===== config.mk =====
export PLATFORM = sky130hd
export DESIGN_NAME = fcmp_pipe
export DESIGN_NICKNAME = d
export VERILOG_FILES = /design/src/rtl/fcmp_pipe_pkg.sv /design/src/rtl/fcmp_core.sv /design/src/rtl/fcmp_pipe.sv
export SDC_FILE = /design/constraint.sdc
export NUM_CORES = 1
export LEC_CHECK = 0
export CORE_ASPECT_RATIO = 1.25
export CORE_MARGIN = 1.5
export CORE_UTILIZATION = 45
export CTS_BUF_LIST = sky130_fd_sc_hd__clkbuf_8
export DETAILED_ROUTE_END_ITERATION = 10
export PLACE_DENSITY_LB_ADDON = 0.15
export SLEW_MARGIN = 10
export SYNTH_ARGS = -nofsm -noshare
export SYNTH_HDL_FRONTEND = slang
export SYNTH_SLANG_ARGS = --single-unit

===== constraint.sdc =====
create_clock -name clk -period 3.2 [get_ports clk]
set_input_delay 0.32 -clock clk [delete_from_list [all_inputs] [get_ports clk]]
set_output_delay 0.32 -clock clk [all_outputs]
set_load 0.005 [all_outputs]

===== src/rtl/fcmp_pipe_pkg.sv =====
// Shared FPU definitions: compare/min/max op encodings, classification bit positions, canonical NaN.
// Latency: n/a (types and constant functions only).
// Backpressure: n/a.
package fcmp_pipe_pkg;

  typedef enum logic [2:0] {
    OP_FEQ  = 3'd0,
    OP_FLT  = 3'd1,
    OP_FLE  = 3'd2,
    OP_FMIN = 3'd3,
    OP_FMAX = 3'd4
  } fcmp_op_e;

  // Bit positions inside a per-operand classification vector
  localparam int CLS_ZERO = 0;
  localparam int CLS_NAN  = 1;
  localparam int CLS_NEG  = 2;
  localparam int CLS_W    = 3;

  localparam int FP_MAX_W = 64;

  // Quiet NaN with positive sign: exponent all ones, mantissa MSB set, rest clear
  function automatic logic [FP_MAX_W-1:0] canon_nan(input int exp_w, input int man_w);
    logic [FP_MAX_W-1:0] r;
    r = ((64'd1 << exp_w) - 64'd1) << man_w;
    r = r | (64'd1 << (man_w - 1));
    return r;
  endfunction

endpackage


===== src/rtl/fcmp_core.sv =====
// Combinational float compare/min/max with denormal flush and NaN handling.
// Latency: 0 cycles (pure combinational).
// Backpressure: none; the enclosing pipeline decides when the result is captured.
module fcmp_core
  import fcmp_pipe_pkg::*;
#(
  parameter int EXP_W = 8,
  parameter int MAN_W = 23,
  localparam int W = 1 + EXP_W + MAN_W
) (
  input  logic [2:0]   op,
  input  logic [W-1:0] a,
  input  logic [W-1:0] b,
  output logic [W-1:0] c,
  output logic         nv
);

  localparam logic [W-1:0] CNAN = W'(canon_nan(EXP_W, MAN_W));

  function automatic logic [CLS_W-1:0] classify(input logic [W-1:0] x);
    logic [CLS_W-1:0] k;
    k           = '0;
    k[CLS_ZERO] = ~|x[W-2:MAN_W];
    k[CLS_NAN]  = (&x[W-2:MAN_W]) & (|x[MAN_W-1:0]);
    // a flushed zero is never negative so that +0 == -0 falls out of the ordering
    k[CLS_NEG]  = x[W-1] & ~k[CLS_ZERO];
    return k;
  endfunction

  logic [CLS_W-1:0] ca, cb;
  logic [W-2:0]     ma, mb;
  logic             any_nan, eq, lt, is_min;

  always_comb begin
    ca      = classify(a);
    cb      = classify(b);
    ma      = ca[CLS_ZERO] ? '0 : a[W-2:0];
    mb      = cb[CLS_ZERO] ? '0 : b[W-2:0];
    any_nan = ca[CLS_NAN] | cb[CLS_NAN];
    eq      = (ma == mb) && (ca[CLS_NEG] == cb[CLS_NEG]);
    if (ca[CLS_NEG] != cb[CLS_NEG]) lt = ca[CLS_NEG];
    else if (ca[CLS_NEG])           lt = ma > mb;
    else                            lt = ma < mb;
    is_min = (op == OP_FMIN);

    c  = '0;
    nv = 1'b0;
    case (op)
      OP_FEQ: c[0] = eq & ~any_nan;
      OP_FLT: begin
        c[0] = lt & ~any_nan;
        nv   = any_nan;
      end
      OP_FLE: begin
        c[0] = (lt | eq) & ~any_nan;
        nv   = any_nan;
      end
      OP_FMIN, OP_FMAX: begin
        if (ca[CLS_NAN] && cb[CLS_NAN]) begin
          c  = CNAN;
          nv = 1'b1;
        end else if (ca[CLS_NAN]) c = b;
        else if (cb[CLS_NAN])     c = a;
        // equal values: pick by raw sign so min prefers -0 and max prefers +0
        else if (eq)              c = (is_min == a[W-1]) ? a : b;
        else                      c = (lt == is_min) ? a : b;
      end
      default: nv = 1'b1;
    endcase
  end

endmodule


===== src/rtl/fcmp_pipe.sv =====
// Valid/ready pipeline around fcmp_core; each stage holds a valid bit and advances when its successor can take it.
// Latency: STAGES cycles from acceptance to out_valid without stall; one result per cycle.
// Backpressure: out_ready ripples combinationally back to in_ready; a stalled output holds c/nv/out_valid stable.
module fcmp_pipe
  import fcmp_pipe_pkg::*;
#(
  parameter int EXP_W  = 8,
  parameter int MAN_W  = 23,
  parameter int STAGES = 1,
  localparam int W = 1 + EXP_W + MAN_W
) (
  input  logic         clk,
  input  logic         rst,
  input  logic         in_valid,
  output logic         in_ready,
  input  logic [2:0]   op,
  input  logic [W-1:0] a,
  input  logic [W-1:0] b,
  output logic         out_valid,
  input  logic         out_ready,
  output logic [W-1:0] c,
  output logic         nv
);

  logic [W-1:0] core_c;
  logic         core_nv;

  fcmp_core #(.EXP_W(EXP_W), .MAN_W(MAN_W)) u_core (
    .op (op),
    .a  (a),
    .b  (b),
    .c  (core_c),
    .nv (core_nv)
  );

  for (genvar g = 0; g < STAGES; g++) begin : stg
    logic         vld, adv, nxt_adv, pv, pnv;
    logic [W-1:0] dat, pdat;
    logic         nvr;

    if (g == 0) begin : g_src_in
      assign pv   = in_valid;
      assign pdat = core_c;
      assign pnv  = core_nv;
    end else begin : g_src_prev
      assign pv   = stg[g-1].vld;
      assign pdat = stg[g-1].dat;
      assign pnv  = stg[g-1].nvr;
    end

    if (g == STAGES - 1) begin : g_adv_out
      assign nxt_adv = out_ready;
    end else begin : g_adv_next
      assign nxt_adv = stg[g+1].adv;
    end

    assign adv = !vld || nxt_adv;

    always_ff @(posedge clk or posedge rst) begin
      if (rst)      vld <= 1'b0;
      else if (adv) vld <= pv;
    end

    // only the output stage is reset so c/nv read zero until the first result
    if (g == STAGES - 1) begin : g_dat_out
      always_ff @(posedge clk or posedge rst) begin
        if (rst) begin
          dat <= '0;
          nvr <= 1'b0;
        end else if (adv && pv) begin
          dat <= pdat;
          nvr <= pnv;
        end
      end
    end else begin : g_dat_mid
      always_ff @(posedge clk) begin
        if (adv && pv) begin
          dat <= pdat;
          nvr <= pnv;
        end
      end
    end
  end

  assign in_ready  = stg[0].adv;
  assign out_valid = stg[STAGES-1].vld;
  assign c         = stg[STAGES-1].dat;
  assign nv        = stg[STAGES-1].nvr;

endmodule


==> impl_metrics.json <==
{
  "power.leakage_nw": 2.56,
  "cp_slowest_stage_delay_ns": 0.46,
  "portBuffers": 105,
  "ys_seq_area_share_pct": 25.9,
  "crit_start": "a[28]",
  "via_count": 4371,
  "violations": "negative setup slack",
  "arrival_ns": 4.21,
  "nets": 744,
  "gr-usage-all-layers_pct": 33.3,
  "wl_um": 13700,
  "wl_per_cell_um": 18.7,
  "numCtsBuffers": 5,
  "ys_async_sr_fraction_pct": 100,
  "setup.worst_path.end": "c[0]$_DFFE_PP0P_",
  "grt_pass1_vias": 4315,
  "crit_chain": "clkdlybuf4s15_1 > or4_4 > or2_4 > buf_6 > and2_1 > ha_1 > nand4_1 > nor4_4 > o211ai_1 > a21oi_2 > buf_4 > mux2_4 > nand2_2 > a211oi_4 > buf_4 > a221o_1 > a32o_1",
  "synth_seq_cells": 34,
  "worst_ep_required_time_ns": 3.39,
  "die_area_sq_um": 7810,
  "total_power_w": 0.00168,
  "ys_warn_count": 0,
  "met2_length_um": 7190,
  "ys.flop_type": "dfrtp_1",
  "drt_iter0_markers": 278,
  "reg2reg_from": "out_valid$_DFFE_PP0N_",
  "cts_max_level": 2,
  "viasPerCell": 5.96,
  "cts.reportedPaths.clkPinSlew_ns": 0.08,
  "critPathMaxFanout": 8,
  "finalCritPeriodShare_pct": 126,
  "outcome": "complete, but fails checks",
  "antenna_found_initial": 0,
  "cp_slowest_cell": "or4_4",
  "syn_avg_cell_area_sq_um": 7.57,
  "dr.pass1.iters": 5,
  "reg2reg_depth": 6,
  "syn_nets": 535,
  "ant_nets": 0,
  "drv_slew": 0,
  "vdd_drop_max_mv": 0.204,
  "wl_met3_um": 831,
  "cts_tree": "yes",
  "maxUsedRoutingLayer": "met4",
  "fmax_mhz": 249,
  "path_buf_inv": 4,
  "skew_ns": 0.0118,
  "cts.sinks": 34,
  "fin_crit_ns": 4.02,
  "worstMarginPinSlew_ns": 0.676,
  "drv_cap": 0,
  "r2r_slack_ns": 1.16,
  "final_cell_mix": "buf_4 (101), nand2_1 (94), clkdlybuf4s50_1 (92), dfrtp_1 (34), o211ai_1 (24)",
  "fin_area_sq_um": 5800,
  "initial_core_util_pct": 46.7,
  "synth_area_sq_um": 3280,
  "ys_types": 57,
  "layout_setup_ws_ns": -0.818,
  "critPathTopFamily": "simple AND/OR/NAND/NOR gates",
  "final_common_cell": "buf_4",
  "cp-end-kind": "flip-flop",
  "rsz0062_at_grt": "yes",
  "num_io_pins": 106,
  "fin_tns_setup_ns": -19.66,
  "die_h_um": 98.4,
  "area_delta_synth_final_pct": 77.0,
  "r2r_end": "c[31]$_DFFE_PP0P_",
  "power_density_nw_per_um2": 289,
  "start_kind": "primary input",
  "synthCells": 433,
  "min_path_type": "primary input to flip-flop",
  "grt_pass1_wl_um": 20500,
  "maxSlewHeadroom_pct": 54.9,
  "synth_edf_count": 0,
  "drc_errors": 0,
  "post-dp-hpwl_um": 9770,
  "crit_type": "primary input to flip-flop",
  "finalHoldViolations": 0,
  "overflow": 0,
  "cts_root_buf": "clkbuf_8",
  "gp_congestion": 0.920,
  "fp.dieW_um": 79.4,
  "final_layout_size_suffix_gt1_share_pct": 31.9,
  "dpl_cell_area_sq_um": 5220,
  "diodes": 0,
  "grt_max_degree": 34,
  "dp_slack_ns": -1.52,
  "cp_common_cell": "buf_4",
  "rows": 34,
  "clk_latency_ns": 0.30,
  "path_depth": 17,
  "wl_met1_um": 4900,
  "core_sq_um": 7020,
  "cts_max_path_buffers": 2,
  "fin_util_pct": 82.7,
  "setup_viol": 32
}
## per-layer routing
layer / track usage [%] / vias up
met5: 0 / -
met4: 16.6 / 0
met2: 61.5 / 237
met3: 3.98 / 68
met1: 37.0 / 2063
li1: - / 2003
## worst min-delay path, cell delays in order
cell and delay (ns):
buf_2 0.09, buf_4 0.11, a221o_1 0.13
## worst min-delay path by stage
stage / startpoint / end / cells past startpoint
3_3_place_gp: nv$_DFFE_PP0P_ / nv$_DFFE_PP0P_ / 2
4_1_cts: a[25] / c[25]$_DFFE_PP0P_ / 3
3_5_place_dp: nv$_DFFE_PP0P_ / nv$_DFFE_PP0P_ / 2
5_1_grt: a[25] / c[25]$_DFFE_PP0P_ / 3
2_1_floorplan: in_valid / out_valid$_DFFE_PP0N_ / 1
6_report: a[25] / c[25]$_DFFE_PP0P_ / 3
## cell families (layout without fill, tap and decap cells)
family,after synthesis,count (layout),share of synthesized area [%]
and+or+nand+nor,223,224,33.7
AOI/OAI and AO/OA,99,99,21.6
buffers and inverters,40,249,5.11
DFF,34,34,25.9
adders and majority gates,31,31,11.8
muxes,4,4,1.26
xor gates and xnor gates,2,2,0.534
## where the power goes
| group | total [W] | switching, W | internal (W) |
|---|---|---|---|
| logic | 0.000821 | 0.000362 | 0.000459 |
| registers | 0.000508 | 0.0000279 | 0.000480 |
| clock network | 0.000348 | 0.000177 | 0.000171 |
## through the flow
stage / hold slack (ns) / cells
after detailed placement: 0.475 / 704
after floorplan: 0.428 / 433
final: 0.385 / 733
after global routing: 0.399 / 733
after CTS: 0.388 / 722
after global placement: 0.472 / 704
## state kept, by name, summed over array words and instances, names as in the netlist
register	cells
out_valid	1
c	32
nv	1
## synth_stat cells, drive strengths merged (2+ instances only)
library cell | number | area, sq um
a221o | 4 | 40.0
a21oi | 22 | 114
o211a | 2 | 20.0
o22ai | 3 | 18.8
nor4 | 16 | 115
nand2b | 5 | 31.3
and2 | 33 | 209
nor3 | 4 | 20.0
a31o | 2 | 26.3
o21ai | 20 | 100
or4 | 2 | 15.0
o21a | 3 | 22.5
o211ai | 24 | 180
a211oi | 2 | 27.5
inv | 12 | 45.0
a211o | 2 | 17.5
clkbuf | 21 | 78.8
a31oi | 3 | 18.8
mux2i | 3 | 30.0
nor2 | 14 | 55.1
nand4 | 17 | 106
or2 | 5 | 31.3
nand3 | 28 | 140
o2111ai | 2 | 17.5
nand2 | 95 | 357
dfrtp | 34 | 851
buf | 7 | 43.8
ha | 31 | 388
## final cells by class
class | count | area, sq um
multi-input cells | 360 | 2640
repair buffers | 229 | 2060
fillers | 450 | 1210
flip-flops and latches | 34 | 851
well taps | 90 | 113
clock buffers | 6 | 82.6
inverters | 12 | 45.0
clock inverters | 2 | 8.76
## what timing repair did
action	CTS	global route
cloned	3	1
buffers inserted	7	12
setup endpoints to repair	32	32
gates resized for setup	63	48
pin swaps	32	41
hold buffers	0	0
Power figures use the tool's default switching activity.
